$ cat config.mk
export PLATFORM = sky130hd
export DESIGN_NAME = mem_stage_flat
export DESIGN_NICKNAME = d
export VERILOG_FILES = /design/src/rtl/mem_stage_if.sv /design/src/rtl/mem_stage.sv /design/src/flat_wrapper.sv
export SDC_FILE = /design/constraint.sdc
export NUM_CORES = 1
export LEC_CHECK = 0
export ABC_AREA = 0
export CORE_UTILIZATION = 42
export CTS_BUF_LIST = sky130_fd_sc_hd__clkbuf_2 sky130_fd_sc_hd__clkbuf_4 sky130_fd_sc_hd__clkbuf_8
export CTS_CLUSTER_SIZE = 14
export DETAILED_ROUTE_END_ITERATION = 8
export PLACE_DENSITY = 0.87
export SETUP_SLACK_MARGIN = 0.3
export SLEW_MARGIN = 20
export SYNTH_ARGS = -nofsm -noshare
export SYNTH_HDL_FRONTEND = slang
export SYNTH_SLANG_ARGS = --single-unit
$ cat constraint.sdc
create_clock -name clk -period 5 [get_ports clk]
set_clock_uncertainty 0.1 [all_clocks]
set_input_delay 0.75 -clock clk [delete_from_list [all_inputs] [get_ports clk]]
set_output_delay 0.75 -clock clk [all_outputs]
set_load 0.01 [all_outputs]
$ cat src/rtl/mem_stage_if.sv
// Data-bus bundle between mem_stage (master) and the data memory (slave):
// req/gnt request handshake plus rvalid/rdata load response.
interface mem_stage_if #(
  parameter int XLEN = 64,
  parameter int AW   = 64
) ();
  logic              req;
  logic              we;
  logic [AW-1:0]     addr;
  logic [XLEN-1:0]   wdata;
  logic [XLEN/8-1:0] wstrb;
  logic              gnt;
  logic              rvalid;
  logic [XLEN-1:0]   rdata;

  modport master (
    output req, we, addr, wdata, wstrb,
    input  gnt, rvalid, rdata
  );

  modport slave (
    input  req, we, addr, wdata, wstrb,
    output gnt, rvalid, rdata
  );
endinterface

$ cat src/rtl/mem_stage.sv
// RV64 memory-access stage: one instruction at a time from EX, loads/stores over a req/gnt/rvalid bus.
// Optional misaligned-access trap enabled by defining MEM_MISALIGN_CHECK_EN.
module mem_stage #(
  parameter int XLEN = 64,
  parameter int AW   = 64
) (
  input  logic            clk,
  input  logic            rst,
  input  logic            ex_valid,
  output logic            ex_ready,
  input  logic [XLEN-1:0] ex_alu_result,
  input  logic [XLEN-1:0] ex_store_data,
  input  logic [4:0]      ex_rd_addr,
  input  logic            ex_reg_wr,
  input  logic            ex_mem_rd,
  input  logic            ex_mem_wr,
  input  logic [2:0]      ex_funct3,
  mem_stage_if.master     dmem,
  output logic            m_valid,
  output logic [XLEN-1:0] m_data,
  output logic [4:0]      m_w_addr,
  output logic            m_reg_wr,
  output logic            m_exc
);

  localparam int SW = XLEN / 8;

  typedef enum logic [1:0] {S_IDLE, S_REQ, S_WAIT, S_DONE} state_t;

  state_t state, state_nxt;

  logic            xfer;
  logic            is_mem;
  logic            misalign;
  logic            in_req;

  logic [AW-1:0]   addr_p0;
  logic [XLEN-1:0] wdata_p0;
  logic [SW-1:0]   strb_p0;
  logic [4:0]      rd_p0;
  logic            reg_wr_p0;
  logic            load_p0;
  logic [2:0]      funct3_p0;

  // Byte enables for the access size; funct3[1:0] alone picks the size (111 acts as D).
  function automatic logic [SW-1:0] lane_strb(input logic [2:0] f3, input logic [2:0] off);
    logic [SW-1:0] base;
    case (f3[1:0])
      2'b00:   base = SW'(8'h01);
      2'b01:   base = SW'(8'h03);
      2'b10:   base = SW'(8'h0F);
      default: base = SW'(8'hFF);
    endcase
    return base << off;
  endfunction

  function automatic logic [XLEN-1:0] store_lanes(input logic [XLEN-1:0] d, input logic [2:0] off);
    return d << {off, 3'b000};
  endfunction

  function automatic logic [XLEN-1:0] load_extend(input logic [XLEN-1:0] rdata,
                                                  input logic [2:0]      f3,
                                                  input logic [2:0]      off);
    logic [XLEN-1:0] sh;
    logic [XLEN-1:0] res;
    sh = rdata >> {off, 3'b000};
    case (f3)
      3'b000:  res = {{(XLEN-8){sh[7]}},   sh[7:0]};
      3'b001:  res = {{(XLEN-16){sh[15]}}, sh[15:0]};
      3'b010:  res = {{(XLEN-32){sh[31]}}, sh[31:0]};
      3'b100:  res = {{(XLEN-8){1'b0}},    sh[7:0]};
      3'b101:  res = {{(XLEN-16){1'b0}},   sh[15:0]};
      3'b110:  res = {{(XLEN-32){1'b0}},   sh[31:0]};
      default: res = sh;
    endcase
    return res;
  endfunction

`ifdef MEM_MISALIGN_CHECK_EN
  function automatic logic is_misaligned(input logic [2:0] f3, input logic [2:0] off);
    logic bad;
    case (f3[1:0])
      2'b01:   bad = off[0];
      2'b10:   bad = |off[1:0];
      2'b11:   bad = |off;
      default: bad = 1'b0;
    endcase
    return bad;
  endfunction

  assign misalign = is_mem & is_misaligned(ex_funct3, ex_alu_result[2:0]);
`else
  assign misalign = 1'b0;
`endif

  assign ex_ready = (state == S_IDLE);
  assign xfer     = ex_valid & ex_ready;
  assign is_mem   = ex_mem_rd | ex_mem_wr;
  assign in_req   = (state == S_REQ);

  // Bus outputs are only live in REQ so reset and idle cycles present zeros.
  assign dmem.req   = in_req;
  assign dmem.we    = in_req & ~load_p0;
  assign dmem.addr  = in_req ? {addr_p0[AW-1:3], 3'b000} : '0;
  assign dmem.wdata = in_req ? wdata_p0 : '0;
  assign dmem.wstrb = in_req ? strb_p0 : '0;

  always_ff @(posedge clk or negedge rst) begin
    if (!rst) state <= S_IDLE;
    else      state <= state_nxt;
  end

  always_comb begin
    state_nxt = state;
    case (state)
      S_IDLE: if (xfer && is_mem) state_nxt = misalign ? S_DONE : S_REQ;
      S_REQ:  if (dmem.gnt)       state_nxt = load_p0 ? S_WAIT : S_DONE;
      S_WAIT: if (dmem.rvalid)    state_nxt = S_DONE;
      S_DONE:                     state_nxt = S_IDLE;
      default:                    state_nxt = S_IDLE;
    endcase
  end

  // ---- p0: instruction fields captured at the EX transfer ----
  always_ff @(posedge clk) begin
    if (xfer) begin
      addr_p0   <= AW'(ex_alu_result);
      wdata_p0  <= store_lanes(ex_store_data, ex_alu_result[2:0]);
      strb_p0   <= lane_strb(ex_funct3, ex_alu_result[2:0]);
      rd_p0     <= ex_rd_addr;
      reg_wr_p0 <= ex_reg_wr;
      load_p0   <= ex_mem_rd;
      funct3_p0 <= ex_funct3;
    end
  end

  // ---- writeback outputs: m_valid/m_reg_wr pulse, data and rd hold between pulses ----
  always_ff @(posedge clk or negedge rst) begin
    if (!rst) begin
      m_valid  <= 1'b0;
      m_data   <= '0;
      m_w_addr <= '0;
      m_reg_wr <= 1'b0;
    end else begin
      m_valid  <= 1'b0;
      m_reg_wr <= 1'b0;
      case (state)
        S_IDLE: begin
          if (xfer && misalign) begin
            m_valid  <= 1'b1;
            m_data   <= ex_alu_result;
            m_w_addr <= ex_rd_addr;
          end else if (xfer && !is_mem) begin
            m_valid  <= 1'b1;
            m_data   <= ex_alu_result;
            m_w_addr <= ex_rd_addr;
            m_reg_wr <= ex_reg_wr & (ex_rd_addr != 5'd0);
          end
        end
        S_REQ: begin
          if (dmem.gnt && !load_p0) begin
            m_valid  <= 1'b1;
            m_w_addr <= rd_p0;
          end
        end
        S_WAIT: begin
          if (dmem.rvalid) begin
            m_valid  <= 1'b1;
            m_data   <= load_extend(dmem.rdata, funct3_p0, addr_p0[2:0]);
            m_w_addr <= rd_p0;
            m_reg_wr <= reg_wr_p0 & (rd_p0 != 5'd0);
          end
        end
        default: ;
      endcase
    end
  end

`ifdef MEM_MISALIGN_CHECK_EN
  always_ff @(posedge clk or negedge rst) begin
    if (!rst) m_exc <= 1'b0;
    else      m_exc <= (state == S_IDLE) & xfer & misalign;
  end
`else
  assign m_exc = 1'b0;
`endif

endmodule

$ cat src/flat_wrapper.sv
// flat-port wrapper written by rule: the top's interface ports become plain ports
module mem_stage_flat 
#(
  parameter int XLEN = 64,
  parameter int AW   = 64
)
  (clk, rst, ex_valid, ex_ready, ex_alu_result, ex_store_data, ex_rd_addr, ex_reg_wr, ex_mem_rd, ex_mem_wr, ex_funct3, m_valid, m_data, m_w_addr, m_reg_wr, m_exc, dmem_req, dmem_we, dmem_addr, dmem_wdata, dmem_wstrb, dmem_gnt, dmem_rvalid, dmem_rdata);
  mem_stage_if #(.XLEN(XLEN), .AW(AW)) dmem_i ();
  input  logic clk;
  input  logic rst;
  input  logic ex_valid;
  output logic ex_ready;
  input  logic [XLEN-1:0] ex_alu_result;
  input  logic [XLEN-1:0] ex_store_data;
  input  logic [4:0] ex_rd_addr;
  input  logic ex_reg_wr;
  input  logic ex_mem_rd;
  input  logic ex_mem_wr;
  input  logic [2:0] ex_funct3;
  output logic m_valid;
  output logic [XLEN-1:0] m_data;
  output logic [4:0] m_w_addr;
  output logic m_reg_wr;
  output logic m_exc;
  output wire logic [$bits(dmem_i.req)-1:0] dmem_req;
  output wire logic [$bits(dmem_i.we)-1:0] dmem_we;
  output wire logic [$bits(dmem_i.addr)-1:0] dmem_addr;
  output wire logic [$bits(dmem_i.wdata)-1:0] dmem_wdata;
  output wire logic [$bits(dmem_i.wstrb)-1:0] dmem_wstrb;
  input wire logic [$bits(dmem_i.gnt)-1:0] dmem_gnt;
  input wire logic [$bits(dmem_i.rvalid)-1:0] dmem_rvalid;
  input wire logic [$bits(dmem_i.rdata)-1:0] dmem_rdata;
  assign dmem_req = dmem_i.req;
  assign dmem_we = dmem_i.we;
  assign dmem_addr = dmem_i.addr;
  assign dmem_wdata = dmem_i.wdata;
  assign dmem_wstrb = dmem_i.wstrb;
  assign dmem_i.gnt = dmem_gnt;
  assign dmem_i.rvalid = dmem_rvalid;
  assign dmem_i.rdata = dmem_rdata;
  mem_stage #(.XLEN(XLEN), .AW(AW)) u_core (.clk(clk), .rst(rst), .ex_valid(ex_valid), .ex_ready(ex_ready), .ex_alu_result(ex_alu_result), .ex_store_data(ex_store_data), .ex_rd_addr(ex_rd_addr), .ex_reg_wr(ex_reg_wr), .ex_mem_rd(ex_mem_rd), .ex_mem_wr(ex_mem_wr), .ex_funct3(ex_funct3), .dmem(dmem_i), .m_valid(m_valid), .m_data(m_data), .m_w_addr(m_w_addr), .m_reg_wr(m_reg_wr), .m_exc(m_exc));
endmodule
Yosys cells after proc, flatten, opt, wreduce, memory -nomap -nowiden --
Cells that the tools add are included.
Cells by class: magnitude comparators 0, equality and inequality tests 15, reductions and logical operators 15, multipliers 0, shifts and indexed selects 3, bitwise logic cells 6, mux-type cells 25, divide/modulo/power cells 0, $add $sub $neg 0
Operators by type and width (count):
- 64-bit case mux with 6 select lines | 1
- 64-bit 2-to-1 mux | 4
- 64-bit case mux with 2 select lines | 1
- 64-bit by 6-bit left shift with 64-bit output | 1
- 64-bit by 6-bit right shift with 64-bit output | 1
- 8-bit case mux with 3 select lines | 1
- 8-bit 2-to-1 mux | 2
- 5-bit 2-to-1 mux | 3
- 5-bit case mux with 3 select lines | 1
- 2-bit != test (second input constant) | 5
- 5-bit nonzero test | 2
- 3-bit equality test (second input constant) | 3
- 2-bit case mux with 4 select lines | 1
- 8-bit by 3-bit left shift with 8-bit output | 1
- 2-bit equality test (second input constant) | 3
- 1-bit 2-to-1 mux | 6
- 2-bit 2-to-1 mux | 3
- 3-bit AND reduction | 2
- 1-bit AND | 4
- 2-bit by 1-bit equality test with 1-bit output (second input constant) | 2
- 2-bit zero test | 2
- 4-bit AND reduction | 1
- 3-bit by 1-bit equality test with 1-bit output (second input constant) | 1
- 3-bit by 2-bit equality test with 1-bit output (second input constant) | 1
- other kinds (9) | 12
Storage, ports and cells: register bits after elaboration 219, logic and storage cells 76, ROM bits 0, memories kept 0, memory bits (writable) 0, output and inout port bits 211, latch bits 0

Longest topological paths before layout --
word-level depth 5, mapped depth 9, mapped depth without buffers 7

Worst setup path after synthesis --
OpenSTA, ideal clock, no wires.
path kind register to register, start register u_core.state[0], end register u_core.addr_p0[0], enable pin, period minus slack after synthesis 4.802 ns, setup slack 0.198 ns, required time 4.377 ns, data arrival time 4.179 ns, buffers on the path 0, setup time 0.523 ns, stages on the path, launching flop included 4, path through dfrtp_1 > inv_1 > ha_1 > and2_1
On the way: cells in the longest elaborated chain, start to end 2
Ends and longest elaborated chain:
- start, declared | RTL line mem_stage.sv:30 | state_t state, state_nxt;
- start signal, assigned | RTL line mem_stage.sv:110 | else state <= state_nxt;
- 2-bit zero test | RTL line mem_stage.sv:96 | assign ex_ready = (state == S_IDLE);
- net ex_ready | RTL line flat_wrapper.sv:12 | output logic ex_ready;
- 1-bit AND | RTL line mem_stage.sv:97 | assign xfer = ex_valid & ex_ready;
- net u_core.xfer | RTL line mem_stage.sv:32 | logic xfer;
- end signal, assigned | RTL line mem_stage.sv:127 | addr_p0 <= AW'(ex_alu_result);
- end, declared | RTL line mem_stage.sv:37 | logic [AW-1:0] addr_p0;
The timed path passes the listed nets, and every way through them passes these cells. A chain may end at the register's enable or synchronous reset.

Final worst setup path --
start register u_core.state[1], end output port dmem_addr[30]
On the way: cells in the longest elaborated chain, start to end 2
Ends and longest elaborated chain:
- 2-bit by 1-bit equality test with 1-bit output | RTL line mem_stage.sv:99 | assign in_req = (state == S_REQ);
- 64-bit 2-to-1 mux | RTL line mem_stage.sv:104 | assign dmem.addr = in_req ? {addr_p0[AW-1:3], 3'b000} : '0;
- end, declared | RTL line flat_wrapper.sv:27 | output wire logic [$bits(dmem_i.addr)-1:0] dmem_addr;
No other way between the ends.

==> results.json <==
{
  "rsz0062_at_grt": "no",
  "gp_congestion": 0.978,
  "cp_slowest_cell": "ha_4",
  "routed_via_density": 5.73,
  "vias": 11100,
  "powerDensity_mw_per_mm2": 511,
  "htreeDepth": 2,
  "synthCells": 1143,
  "ys.flop_type": "edfxtp_1",
  "maxSlewViolCount": 0,
  "grt_pass1_vias": 11100,
  "grtUsageTotal": 0.287,
  "max_freq_ghz": 0.263,
  "synth.distinct_cells": 51,
  "clock_sinks": 219,
  "drv_cap": 0,
  "dr.pass1.iters": 5,
  "p_switching_mw": 3.35,
  "fin_crit_sh": 0.760,
  "port_buffers": 414,
  "nNetsFinal": 1729,
  "place_hpwl_mm": 33.4,
  "final.setup.tns_ps": 0,
  "path_clk_slew_ps": 60,
  "worstSetupEndpointType": "primary output",
  "worst_pin_slew_ps": 1090,
  "power_frac_seq": 0.304,
  "die_area_sq_mm": 0.0309,
  "post-route-min-period_ps": 3800,
  "fin_area_sq_mm": 0.0179,
  "ctsHoldBuffers": 0,
  "drive_above_1_share": 0.146,
  "die_h_microns": 176,
  "cts_tree": "built",
  "wl_per_cell_microns": 23.3,
  "syn-mean-instance-area_sq_um": 11.1,
  "p_int_mw": 5.78,
  "drcViolationCount": 0,
  "setup_viol": 0,
  "synth_seq_area_share": 0.490,
  "crit_type": "reg -> out",
  "arrival_ps": 2950,
  "cts_buffer_depth": 3,
  "ir_worst_vdd_v": 0.000331,
  "cts_buffers": 39,
  "clkLatencyLatePin_ps": 550,
  "wirelength_mm": 45.1,
  "p_leak_nw": 6.65,
  "grt_first_pass_wirelength_mm": 66.5,
  "status": "completed",
  "grt_max_degree": 84,
  "ys_ff_latch": 219,
  "root_buffer": "clkbuf_8",
  "max_stage_delay_ps": 650,
  "grt-ovfl-total": 0,
  "hold_violations": 0,
  "place_area_sq_mm": 0.0170,
  "cts_setup_buffers": 0,
  "ios": 419,
  "fp.coreArea_sq_mm": 0.0296,
  "cts_resized": 0,
  "required_ps": 4150,
  "ys_async_sr_fraction": 0.333,
  "rows": 63,
  "synth_area_sq_mm": 0.0127,
  "r2r_slack_ps": 1530,
  "start_util": 0.427,
  "relSlewSlack": 0.271,
  "power_frac_comb": 0.489,
  "hold_class": "in -> async",
  "initialDrtViolationCount": 976,
  "clkPwrFrac": 0.206,
  "critPathLaunchType": "flip-flop",
  "area_growth_pct": 41.1,
  "antenna_found_initial": 2,
  "synth_edf_count": 146,
  "ant_nets": 0,
  "fp.dieW_microns": 176,
  "path_max_fanout": 83,
  "yosysWarnings": 0,
  "crit_path_cell_trace": "inv_1 -> ha_4 -> buf_4 -> and2_1 -> clkdlybuf4s50_1",
  "switching_share": 0.367
}
==> critical path, delay by kind of cell, from the launching register on <==
family,cells,cell delay [ps]
adders and majority gates,1,650
buffers and inverters,3,1150
DFF,1,410
and+or+nand+nor,1,190
==> sequential cells by signal (all words and copies together) (netlist names), 2 cells and up <==
register,cells
u_core.addr_p0,64
u_core.funct3_p0,3
u_core.m_data,64
u_core.m_w_addr,5
u_core.rd_p0,5
u_core.state,2
u_core.strb_p0,8
u_core.wdata_p0,64
==> logic make-up (layout without fill, tap and decap cells) <==
group	after synthesis	in the layout	share of synthesized area
simple gates	374	374	0.153
compound gates	255	255	0.135
flops	219	219	0.490
mux	175	175	0.176
buf+inv	114	514	0.0401
fa+ha+maj	5	5	0.00494
other cells	1	6	0.000296
==> through the flow <==
stage	cells	total power [mW]	hold WS [ps]	util	worst slack (ps)
2_1_floorplan	1146	5.06	354	-	1830
3_3_place_gp	1865	7.16	368	0.573	1180
3_5_place_dp	1865	7.27	375	0.573	1080
4_1_cts	1936	9.18	284	0.603	1120
5_1_grt	1938	9.58	161	0.603	1010
6_report	1938	9.13	114	0.603	1200
==> layout make-up <==
class	instances	area, sq um
Clock buffer	55	688
Antenna cell	2	5.00
Tap cell	390	488
Clock inverter	16	189
Fill cell	2397	11800
Timing Repair Buffer	428	4250
Inverter	15	56.3
Multi-Input combinational cell	813	5990
Sequential cell	219	6210
==> worst paths after layout <==
| check | from | to | depth (start not counted) |
|---|---|---|---|
| hold reg to reg | u_core.m_data[2] | u_core.m_data[2] | 2 |
| max in group asynchronous | rst | u_core.m_w_addr[0] | 1 |
| setup reg to reg | u_core.state[0] | u_core.m_data[55] | 7 |
| hold / removal | rst | u_core.m_data[29] | 1 |
| min in group clk | u_core.m_data[2] | u_core.m_data[2] | 2 |
| setup / recovery | u_core.state[1] | dmem_addr[30] | 5 |
==> power by group through the flow <==
stage	clock, mW	sequential, mW	combinational (mW)
floorplan	0	2.87	2.19
finish	1.88	2.78	4.47
CTS	1.92	2.78	4.49
global placement	0	2.80	4.36
detailed placement	0	2.81	4.46
global route	1.99	2.82	4.77
==> synthesized netlist by cell type, drive strengths merged (3+ instances only) <==
cell type	n	area (sq um)
o32ai	3	26.3
nand2	125	469
nand3b	7	52.6
nor2	44	165
nor2b	28	175
mux4	32	721
a21oi	36	180
edfxtp	146	4380
nor4	7	43.8
clkbuf	59	221
mux2	65	732
and3	3	23.8
dfrtp	73	1830
a22oi	34	405
ha	5	62.6
or2	5	31.3
and2	144	901
a22o	7	61.3
buf	40	230
inv	15	56.3
o22ai	23	144
mux2i	78	781
o21ai	123	616
a2111oi	10	113
o211ai	9	67.6
==> placed cells by master, fill, tap and decap left out, drive strengths merged, types with 9 or more instances in the layout <==
| cell | n |
|---|---|
| mux2i | 78 |
| mux2 | 65 |
| nand2 | 125 |
| o21ai | 123 |
| o22ai | 23 |
| and2 | 144 |
| mux4 | 32 |
| edfxtp | 146 |
| dfrtp | 73 |
| a21oi | 36 |
| o211ai | 9 |
| nor2 | 44 |
| inv | 18 |
| clkdlybuf4s50 | 410 |
| buf | 18 |
| clkinv | 9 |
| clkbuf | 55 |
| a22oi | 34 |
| nor2b | 28 |
| a2111oi | 10 |
==> layer usage <==
metal,track usage,vias up,share of wire
li1,-,4921,-
met2,0.498,606,0.50
met1,0.312,5450,0.35
met5,0,-,0
met4,0.169,0,0.058
met3,0.0788,130,0.096
Note: power is estimated with default switching activity, not from simulation.
